File: src/rtl/cpu_clock_reset_seq_if.sv
// -----------------------------------------------------------------------------
// cpu_clock_reset_seq_if
// Bundle of the control/status signals exchanged between the clock-enable and
// reset sequencer and the rest of the 6502 system.
//
// Parameter:
//   N_DOMAINS       width of rst_out; must equal the sequencer's N_DOMAINS.
//
// Signals:
//   soft_reset_req  system -> sequencer  level request to restart the sequence
//   cpu_en          sequencer -> system  one-clk CPU cycle enable
//   phi0            sequencer -> system  CPU phase-0 level
//   long_cycle      sequencer -> system  current CPU cycle is stretched
//   rst_out         sequencer -> system  active-high per-domain resets
//   ready           sequencer -> system  every domain released
//
// Modports:
//   master  the sequencer side
//   slave   the consumer side (CPU core, memories, video, I/O)
// -----------------------------------------------------------------------------
interface cpu_clock_reset_seq_if #(
    parameter int N_DOMAINS = 4
);
    logic                 soft_reset_req;
    logic                 cpu_en;
    logic                 phi0;
    logic                 long_cycle;
    logic [N_DOMAINS-1:0] rst_out;
    logic                 ready;

    modport master (
        input  soft_reset_req,
        output cpu_en,
        output phi0,
        output long_cycle,
        output rst_out,
        output ready
    );

    modport slave (
        output soft_reset_req,
        input  cpu_en,
        input  phi0,
        input  long_cycle,
        input  rst_out,
        input  ready
    );
endinterface

File: src/rtl/cpu_clock_reset_seq.sv
// -----------------------------------------------------------------------------
// cpu_clock_reset_seq
// Divides the 14.318 MHz master clock into a one-clk CPU cycle enable and a
// phase-0 level, and sequences the system resets: all domains are held for
// HOLD_CYCLES CPU cycles, then released one per CPU cycle, bit 0 first.
//
// Optional feature macro: CPU_CLK_STRETCH_EN
//   defined   - the last CPU cycle of every STRETCH_PERIOD-cycle frame is
//               STRETCH_CLKS master clocks longer (phi0 high phase stretched).
//   undefined - every CPU cycle is DIV clocks, long_cycle is tied to 0.
//
// Ports:
//   clk      in   master clock
//   reset_n  in   asynchronous active-low reset
//   bus      cpu_clock_reset_seq_if.master
//            soft_reset_req in, cpu_en/phi0/long_cycle/rst_out/ready out
// -----------------------------------------------------------------------------
module cpu_clock_reset_seq #(
    parameter int DIV            = 14,
    parameter int STRETCH_PERIOD = 65,
    parameter int STRETCH_CLKS   = 2,
    parameter int HOLD_CYCLES    = 3,
    parameter int N_DOMAINS      = 4
) (
    input  logic                         clk,
    input  logic                         reset_n,
    cpu_clock_reset_seq_if.master        bus
);

    if (DIV < 2 || (DIV % 2) != 0 || STRETCH_CLKS < 1 || STRETCH_PERIOD < 1 ||
        HOLD_CYCLES < 1 || N_DOMAINS < 1) begin : g_param_check
        $error("cpu_clock_reset_seq: illegal parameter set");
    end

    localparam int MCNT_W = $clog2(DIV + STRETCH_CLKS);
    localparam int HCNT_W = (HOLD_CYCLES > 1) ? $clog2(HOLD_CYCLES) : 1;
    localparam int K_W    = (N_DOMAINS > 1) ? $clog2(N_DOMAINS) : 1;

    localparam logic [MCNT_W-1:0] LAST_NORM  = MCNT_W'(DIV - 1);
    localparam logic [MCNT_W-1:0] PHI_START  = MCNT_W'(DIV / 2);
    localparam logic [HCNT_W-1:0] HCNT_LAST  = HCNT_W'(HOLD_CYCLES - 1);
    localparam logic [K_W-1:0]    K_LAST     = K_W'(N_DOMAINS - 1);

    logic [MCNT_W-1:0] mcnt, mcnt_nx, last_nx;
    logic              cpu_en_r, phi0_r;

    // cpu_en_r is high exactly while mcnt sits on the last count of the
    // cycle, so it doubles as the wrap condition for every counter.
    assign mcnt_nx = cpu_en_r ? '0 : mcnt + MCNT_W'(1);

`ifdef CPU_CLK_STRETCH_EN
    localparam int CCNT_W = (STRETCH_PERIOD > 1) ? $clog2(STRETCH_PERIOD) : 1;
    localparam logic [CCNT_W-1:0] CCNT_LAST = CCNT_W'(STRETCH_PERIOD - 1);
    localparam logic [MCNT_W-1:0] LAST_LONG = MCNT_W'(DIV + STRETCH_CLKS - 1);

    logic [CCNT_W-1:0] ccnt, ccnt_nx;
    logic              long_r, long_nx;

    // Next-state length is needed so the registered cpu_en lines up with
    // the cycle that is about to start (long or normal).
    always_comb begin
        ccnt_nx = ccnt;
        if (cpu_en_r) begin
            ccnt_nx = (ccnt == CCNT_LAST) ? '0 : ccnt + CCNT_W'(1);
        end
        long_nx = (ccnt_nx == CCNT_LAST);
        last_nx = long_nx ? LAST_LONG : LAST_NORM;
    end

    always_ff @(posedge clk or negedge reset_n) begin
        if (!reset_n) begin
            ccnt   <= '0;
            long_r <= 1'b0;
        end else begin
            ccnt   <= ccnt_nx;
            long_r <= long_nx;
        end
    end

    assign bus.long_cycle = long_r;
`else
    assign last_nx        = LAST_NORM;
    assign bus.long_cycle = 1'b0;
`endif

    // Divider: outputs are registered from next-state count so they are
    // aligned with mcnt itself rather than one clk late.
    always_ff @(posedge clk or negedge reset_n) begin
        if (!reset_n) begin
            mcnt     <= '0;
            cpu_en_r <= 1'b0;
            phi0_r   <= 1'b0;
        end else begin
            mcnt     <= mcnt_nx;
            cpu_en_r <= (mcnt_nx == last_nx);
            phi0_r   <= (mcnt_nx >= PHI_START);
        end
    end

    typedef enum logic [1:0] {
        S_HOLD,
        S_RELEASE,
        S_RUN
    } state_t;

    state_t                 state;
    logic [HCNT_W-1:0]      hcnt;
    logic [K_W-1:0]         k;
    logic [N_DOMAINS-1:0]   rst_r;
    logic                   ready_r;

    // Soft reset has priority over a coincident cpu_en so that pulse is not
    // counted toward the hold. Domains are released lowest bit first, so
    // clearing rst_out[k] is the same as shifting a zero in from the bottom.
    always_ff @(posedge clk or negedge reset_n) begin
        if (!reset_n) begin
            state   <= S_HOLD;
            hcnt    <= '0;
            k       <= '0;
            rst_r   <= '1;
            ready_r <= 1'b0;
        end else if (bus.soft_reset_req) begin
            state   <= S_HOLD;
            hcnt    <= '0;
            k       <= '0;
            rst_r   <= '1;
            ready_r <= 1'b0;
        end else if (cpu_en_r) begin
            case (state)
                S_HOLD: begin
                    if (hcnt == HCNT_LAST) begin
                        state <= S_RELEASE;
                        hcnt  <= '0;
                        k     <= '0;
                    end else begin
                        hcnt  <= hcnt + HCNT_W'(1);
                    end
                end
                S_RELEASE: begin
                    rst_r <= rst_r << 1;
                    if (k == K_LAST) begin
                        state   <= S_RUN;
                        ready_r <= 1'b1;
                    end else begin
                        k <= k + K_W'(1);
                    end
                end
                S_RUN: begin
                    state <= S_RUN;
                end
                default: begin
                    state   <= S_HOLD;
                    hcnt    <= '0;
                    k       <= '0;
                    rst_r   <= '1;
                    ready_r <= 1'b0;
                end
            endcase
        end
    end

    assign bus.cpu_en  = cpu_en_r;
    assign bus.phi0    = phi0_r;
    assign bus.rst_out = rst_r;
    assign bus.ready   = ready_r;

endmodule

File: src/flat_wrapper.sv
// flat-port wrapper written by rule: the top's interface ports become plain ports
module cpu_clock_reset_seq_flat 
#(
    parameter int DIV            = 14,
    parameter int STRETCH_PERIOD = 65,
    parameter int STRETCH_CLKS   = 2,
    parameter int HOLD_CYCLES    = 3,
    parameter int N_DOMAINS      = 4
)
  (clk, reset_n, bus_soft_reset_req, bus_cpu_en, bus_phi0, bus_long_cycle, bus_rst_out, bus_ready);
  cpu_clock_reset_seq_if #(.N_DOMAINS(N_DOMAINS)) bus_i ();
  input  logic clk;
  input  logic reset_n;
  input wire logic [$bits(bus_i.soft_reset_req)-1:0] bus_soft_reset_req;
  output wire logic [$bits(bus_i.cpu_en)-1:0] bus_cpu_en;
  output wire logic [$bits(bus_i.phi0)-1:0] bus_phi0;
  output wire logic [$bits(bus_i.long_cycle)-1:0] bus_long_cycle;
  output wire logic [$bits(bus_i.rst_out)-1:0] bus_rst_out;
  output wire logic [$bits(bus_i.ready)-1:0] bus_ready;
  assign bus_i.soft_reset_req = bus_soft_reset_req;
  assign bus_cpu_en = bus_i.cpu_en;
  assign bus_phi0 = bus_i.phi0;
  assign bus_long_cycle = bus_i.long_cycle;
  assign bus_rst_out = bus_i.rst_out;
  assign bus_ready = bus_i.ready;
  cpu_clock_reset_seq #(.DIV(DIV), .STRETCH_PERIOD(STRETCH_PERIOD), .STRETCH_CLKS(STRETCH_CLKS), .HOLD_CYCLES(HOLD_CYCLES), .N_DOMAINS(N_DOMAINS)) u_core (.clk(clk), .reset_n(reset_n), .bus(bus_i));
endmodule
File: config.mk
export PLATFORM = sky130hd
export DESIGN_NAME = cpu_clock_reset_seq_flat
export DESIGN_NICKNAME = d
export VERILOG_FILES = /design/src/rtl/cpu_clock_reset_seq_if.sv /design/src/rtl/cpu_clock_reset_seq.sv /design/src/flat_wrapper.sv
export SDC_FILE = /design/constraint.sdc
export NUM_CORES = 1
export LEC_CHECK = 0
export ABC_AREA = 0
export ABC_CLOCK_PERIOD_IN_PS = 4220
export BUFFER_PORTS_ARGS = -buffer_cell sky130_fd_sc_hd__buf_2
export CAP_MARGIN = 20
export CORE_MARGIN = 4
export CORE_UTILIZATION = 45
export DETAILED_ROUTE_END_ITERATION = 8
export PLACE_DENSITY = 0.68
export SETUP_SLACK_MARGIN = 0.15
export SLEW_MARGIN = 20
export SYNTH_ARGS = -nofsm -noshare
export SYNTH_HDL_FRONTEND = slang
export SYNTH_SLANG_ARGS = --single-unit
File: constraint.sdc
create_clock -name clk -period 4.22 [get_ports clk]
set_input_delay 0.211 -clock clk [delete_from_list [all_inputs] [get_ports clk]]
set_output_delay 0.211 -clock clk [all_outputs]
set_load 0.02 [all_outputs]
==> flow_summary.toml, run 1 <==
[run_status]
status = "finished, final reports clean"

[synthesis]
synth-warning-count = 0
synth_cells = 78
netlist.area_leader.share_pct = 38.3
mappedNetlistArea_um2 = 848
synth_area_leaders = "dfrtp_1 (38%), dfstp_2 (12%), ha_1 (7.4%)"
synth.most_common_cell = "dfrtp_1"
synthesis.nets = 86
synth_cell_types = 31
synth_edf_count = 0
yosys.area.top_type = "dfrtp_1"
ys_seq_area_share_pct = 50.7
synth_top_flop_cell = "dfrtp_1"
netlist_top_cells_count = "dfrtp_1 (13), nor2_1 (7), ha_1 (5)"
postSynthAreaPerCell_um2 = 10.9
ys_ff_latch = 17
synth-async-reset-ratio_pct = 100

[global_routing]
antenna_found_initial = 0
grt_use_total_pct = 12.8
grt_pass1_vias = 595
grt_max_degree = 18
grt_pass1_wl_um = 2500
gr-total-overflow = 0

[die]
dieHeight_um = 51.4
die-area_um2 = 2640
core_um2 = 1760
io_pins = 11
die_x_um = 51.4
std_cell_rows = 15
start_util_pct = 48.1

[worst_setup_path]
reg2regPathDepth = 6
cp.required_ns = 4.44
reg2reg_from = "u_core.state[0]"
reg2reg_slack_ns = 2.67
r2r_end = "u_core.hcnt[0]"
cp_max_fo = 8
crit_path_start_kind = "flop"
worst_ep_arrival_time_ns = 1.78
cp-end-kind = "flop"
critPathKind = "reg -> reg"

[clocking]
ctsHoldBuffers = 1
path_clk_slew_ns = 0.10
root_buffer = "clkbuf_4"
cts_tree = "built"
h-tree-depth = 1
numCtsBuffers = 3
clockBufferDepth = 2
cts_setup_buffers = 0
clock_latency_ns = 0.28
post_cts_resized = 0
clock_sink_count = 17

[layout]
drive_above_1_share_pct = 21.3
diodes = 0
ff_latch_area_um2 = 430
area.growth.synth_to_final_pct = 11.5
nets = 98
multiInputGateArea_um2 = 387
fill_cells = 177

[route]
vias_per_cell = 5.14
drt_drc_violations_left = 0
drt_iter0_markers = 8
dr.pass1.iters = 4
via_count = 586
wire_per_inst_um = 12.9
routed_wl_um = 1470
drtAntennaViolNets = 0

[timing]
slew_headroom_pct = 66.4
period_share_pct = 36.8
maxSlewViolCount = 0
setup_viol = 0
min_period_ns = 1.55
skew_ns = 0.00433
worstMarginPinSlew_ns = 0.504
rsz0062_at_grt = "no"
final.setup.tns_ns = 0
fmax_mhz = 644
hold_viol_final = 0

[hold_path]
hold_path_class = "in -> reg"
min_from = "bus_soft_reset_req"
hold_end = "u_core.k[1]"
holdPathStages = 2

[placement]
hpwl_um = 998
gp_congestion = 0.656
portBuffers = 9

[power_and_ir_drop]
powerDensity_nw_per_um2 = 271
p_leak_nw = 0.417
power.total_mw = 0.256
ir_drop_mv = 0.152

[run]
max-cap-violations = 0
metrics by stage:
step,setup slack [ns],util [%],cells,instance area [um^2],hold WS (ns)
6_report,2.67,53.6,114,946,0.223
5_1_grt,2.50,53.6,114,946,0.251
4_1_cts,2.66,53.6,114,946,0.220
3_5_place_dp,2.70,51.5,109,908,0.149
3_3_place_gp,2.75,51.5,109,908,0.150
2_1_floorplan,2.85,-,78,848,-0.0846
sequential cells by signal (all words and copies together), names as in the netlist:
register and flops:
u_core.mcnt 4, u_core.hcnt 2, u_core.bus.cpu_en 1, u_core.k 2, u_core.state 2, u_core.bus.phi0 1
u_core.bus.rst_out 4, u_core.bus.ready 1
critical path, cell delays in order, from the launching register on:
cell	delay [ns]
dfrtp_1	0.49
inv_1	0.10
ha_1	0.31
nand2b_1	0.18
nor3_1	0.23
mux2i_1	0.10
nor2_1	0.10
where the power goes:
| part | switching (mW) | total [mW] | internal, mW |
|---|---|---|---|
| Sequential | 0.0000354 | 0.163 | 0.163 |
| Clock | 0.0500 | 0.0852 | 0.0352 |
| Combinational | 0.00574 | 0.00794 | 0.00219 |
| Total | 0.0558 | 0.256 | 0.200 |
cells in the final DEF (no fill, tap or decap), drive strengths merged, types with 3 or more instances in the layout:
| master | instances |
|---|---|
| nor2 | 7 |
| inv | 4 |
| clkbuf | 3 |
| ha | 5 |
| dfrtp | 13 |
| nand2b | 4 |
| nor3b | 3 |
| o21bai | 4 |
| a21oi | 5 |
| nand2 | 3 |
| buf | 9 |
| dfstp | 4 |
cells by family (layout without fill, tap and decap cells):
| family | Yosys count | in the layout | share of synthesized area, % |
|---|---|---|---|
| compound gates | 18 | 18 | 15.2 |
| xor+xnor | 2 | 2 | 2.07 |
| fa+ha+maj | 5 | 5 | 7.37 |
| buf+inv | 7 | 18 | 3.69 |
| flops | 17 | 17 | 50.7 |
| mux | 2 | 2 | 2.36 |
| other cells | 1 | 1 | 0.442 |
| simple gates | 26 | 26 | 18.1 |
layout make-up:
type | instances | area share [%]
sequential | 17 | 45.5
clock buffer | 3 | 2.38
multi-input combinational | 54 | 40.9
timing repair buffer | 10 | 5.82
inverter | 4 | 1.59
clock inverter | 1 | 0.529
tap | 25 | 3.31
per-layer routing:
layer	track usage (%)	wire length, um	vias to the layer above
li1	-	-	297
met1	14.5	707	279
met4	5.24	14	0
met2	22.7	680	8
met5	0	0	-
met3	3.21	63	2
how the worst max path moves through the flow:
| stage | start | endpoint | slack [ns] | depth (start not counted) |
|---|---|---|---|---|
| floorplan | u_core.state[0] | u_core.hcnt[0] | 2.85 | 6 |
| global placement | u_core.state[0] | u_core.hcnt[1] | 2.75 | 6 |
| detailed placement | u_core.state[0] | u_core.hcnt[0] | 2.70 | 6 |
| CTS | u_core.state[0] | u_core.hcnt[0] | 2.66 | 6 |
| global route | u_core.state[0] | u_core.hcnt[0] | 2.50 | 6 |
| finish | u_core.state[0] | u_core.hcnt[0] | 2.67 | 6 |
Power figures use the tool's default switching activity.
==> run 2: changes to the inputs <==
ABC_AREA = 1   (was 0)
ABC_CLOCK_PERIOD_IN_PS = 1400   (was 4220)
PLACE_DENSITY = 0.7   (was 0.68)
clock period = 1.4 ns   (was 4.22 ns; I/O delays follow)
==> flow_summary.toml, run 2 <==
[run_status]
status = "finished, final reports clean"

[power_and_ir_drop]
power.total_mw = 1.31
ir_drop_mv = 0.595
p_leak_nw = 0.536
power_switching_mw = 0.467
power.share.clock_pct = 19.7
powerDensity_nw_per_um2 = 1270
p_comb_share_pct = 35.1
p_seq_share_pct = 45.2
p_int_mw = 0.848
swShare_pct = 35.5

[synthesis]
synth_edf_count = 0
synthesis.nets = 110
synth.most_common_cell = "nand2_1"
netlist_top_cells_count = "nand2_1 (20), inv_1 (15), dfrtp_1 (13)"
ys_seq_area_share_pct = 49.0
yosys.area.top_type = "dfrtp_1"
synth-warning-count = 0
ys_ff_latch = 17
synth_top_flop_cell = "dfrtp_1"
synth_area_leaders = "dfrtp_1 (37%), dfstp_2 (12%), nand2_1 (8.5%)"
postSynthAreaPerCell_um2 = 8.61
synth_cell_types = 20
synth_cells = 102
mappedNetlistArea_um2 = 878
synth-async-reset-ratio_pct = 100
netlist.area_leader.share_pct = 37.0

[route]
via_count = 698
wire_per_inst_um = 10.7
drtAntennaViolNets = 0
vias_per_cell = 4.85
routed_wl_um = 1540
drt_iter0_markers = 6
dr.pass1.iters = 5
drt_drc_violations_left = 0

[global_routing]
gr-total-overflow = 0
grt_pass1_wl_um = 2770
grt_pass1_vias = 697
grt_max_degree = 18
grt_use_total_pct = 13.6
antenna_found_initial = 0

[placement]
gp_congestion = 0.778
portBuffers = 9
dp.cells = 135
place_area_um2 = 947
hpwl_um = 1140

[clocking]
root_buffer = "clkbuf_4"
cts_tree = "built"
clockBufferDepth = 2
path_clk_slew_ns = 0.10
numCtsBuffers = 3
clock_sink_count = 17
clock_latency_ns = 0.28
h-tree-depth = 1

[timing]
maxSlewViolCount = 0
rsz0062_at_grt = "yes"
skew_ns = 0.00225
min_period_ns = 1.21
setup_viol = 0
fmax_mhz = 825
period_share_pct = 86.6
hold_viol_final = 0
whs_ns = 0.143
final.setup.tns_ns = 0

[layout]
ff_latch_area_um2 = 430
fill_cells = 154
final_common_cell = "nand2_1"
area.growth.synth_to_final_pct = 17.8
multiInputGateArea_um2 = 393
fin_cells = 144
finalInstanceArea_um2 = 1030
nets = 128
mostFrequentLayoutCells = "nand2_1 (18), inv_1 (13), dfrtp_1 (13)"
drive_above_1_share_pct = 34.5
diodes = 0

[worst_setup_path]
worst_ep_arrival_time_ns = 1.43
reg2regPathDepth = 5
critPathKind = "reg -> reg"
cp.required_ns = 1.61
cp_max_fo = 4
crit_path_start_kind = "flop"
cp-end-kind = "flop"

[die]
io_pins = 11
die_x_um = 52.2
die-area_um2 = 2720
std_cell_rows = 15
dieHeight_um = 52.2
core_um2 = 1780
start_util_pct = 49.3

[hold_path]
holdPathStages = 4
hold_path_class = "in -> reg"

[run]
max-cap-violations = 0
## run 2: final cells by class
cell class | instances | area share [%]
clock buffer | 3 | 2.18
tap | 25 | 3.02
sequential | 17 | 41.6
timing repair buffer | 14 | 8.22
multi-input combinational | 66 | 38.0
clock inverter | 1 | 0.484
inverter | 18 | 6.53
## run 2: stage by stage
step                      setup WS [ns]  utilization (%)
after floorplan                   0.225                -
after global placement            0.155             53.1
after detailed placement          0.129             53.1
after CTS                         0.167             55.6
after global routing              0.107             58.0
final                             0.188             58.0
## run 2: critical path, stage by stage (launching register included)
cell and delay (ns):
dfrtp_1 0.39, inv_2 0.05, ha_1 0.34, o21ai_4 0.18, nand3_1 0.09, o21ai_1 0.09
## run 2: worst paths after layout
path                                       startpoint                     to  slack [ns]
worst max-delay path                  u_core.state[0]         u_core.hcnt[0]        0.19
worst min-delay path               bus_soft_reset_req         u_core.hcnt[1]        0.14
worst max register to register        u_core.state[0]         u_core.hcnt[0]        0.19
worst min register to register  u_core.bus.rst_out[0]  u_core.bus.rst_out[1]        0.49
max in group asynchronous                     reset_n  u_core.bus.rst_out[0]        0.86
min in group asynchronous                     reset_n         u_core.mcnt[2]        0.22
## run 2: cell families (layout without fill, tap and decap cells)
| logic type | Yosys count | in the layout | share of synthesized area (%) |
|---|---|---|---|
| buf+inv | 19 | 36 | 8.55 |
| fa+ha+maj | 5 | 5 | 7.12 |
| flops | 17 | 17 | 49.0 |
| compound gates | 9 | 9 | 7.41 |
| other cells | 1 | 1 | 0.427 |
| simple gates | 51 | 51 | 27.5 |
## run 2: timing repair
item | 4_1_cts | 5_1_grt
hold buffers | 1 | 0
pin swaps | 1 | 4
endpoints found under the hold margin | 13 | 0
endpoints found under the setup margin | 2 | 6
setup buffers | 1 | 3
gates resized for setup | 0 | 8
## run 2: power by group through the flow
stage	Combinational [mW]	Clock (mW)	Sequential (mW)
5_1_grt	0.528	0.290	0.600
4_1_cts	0.374	0.265	0.589
3_3_place_gp	0.344	0	0.600
3_5_place_dp	0.349	0	0.604
6_report	0.461	0.259	0.594
2_1_floorplan	0.275	0	0.603
## run 2: per-layer routing
layer  track usage (%)  part of all wire [%]
met5                 0                     0
met4              7.66                   1.6
met3              2.56                   3.9
met2              23.4                    48
met1              15.6                    47
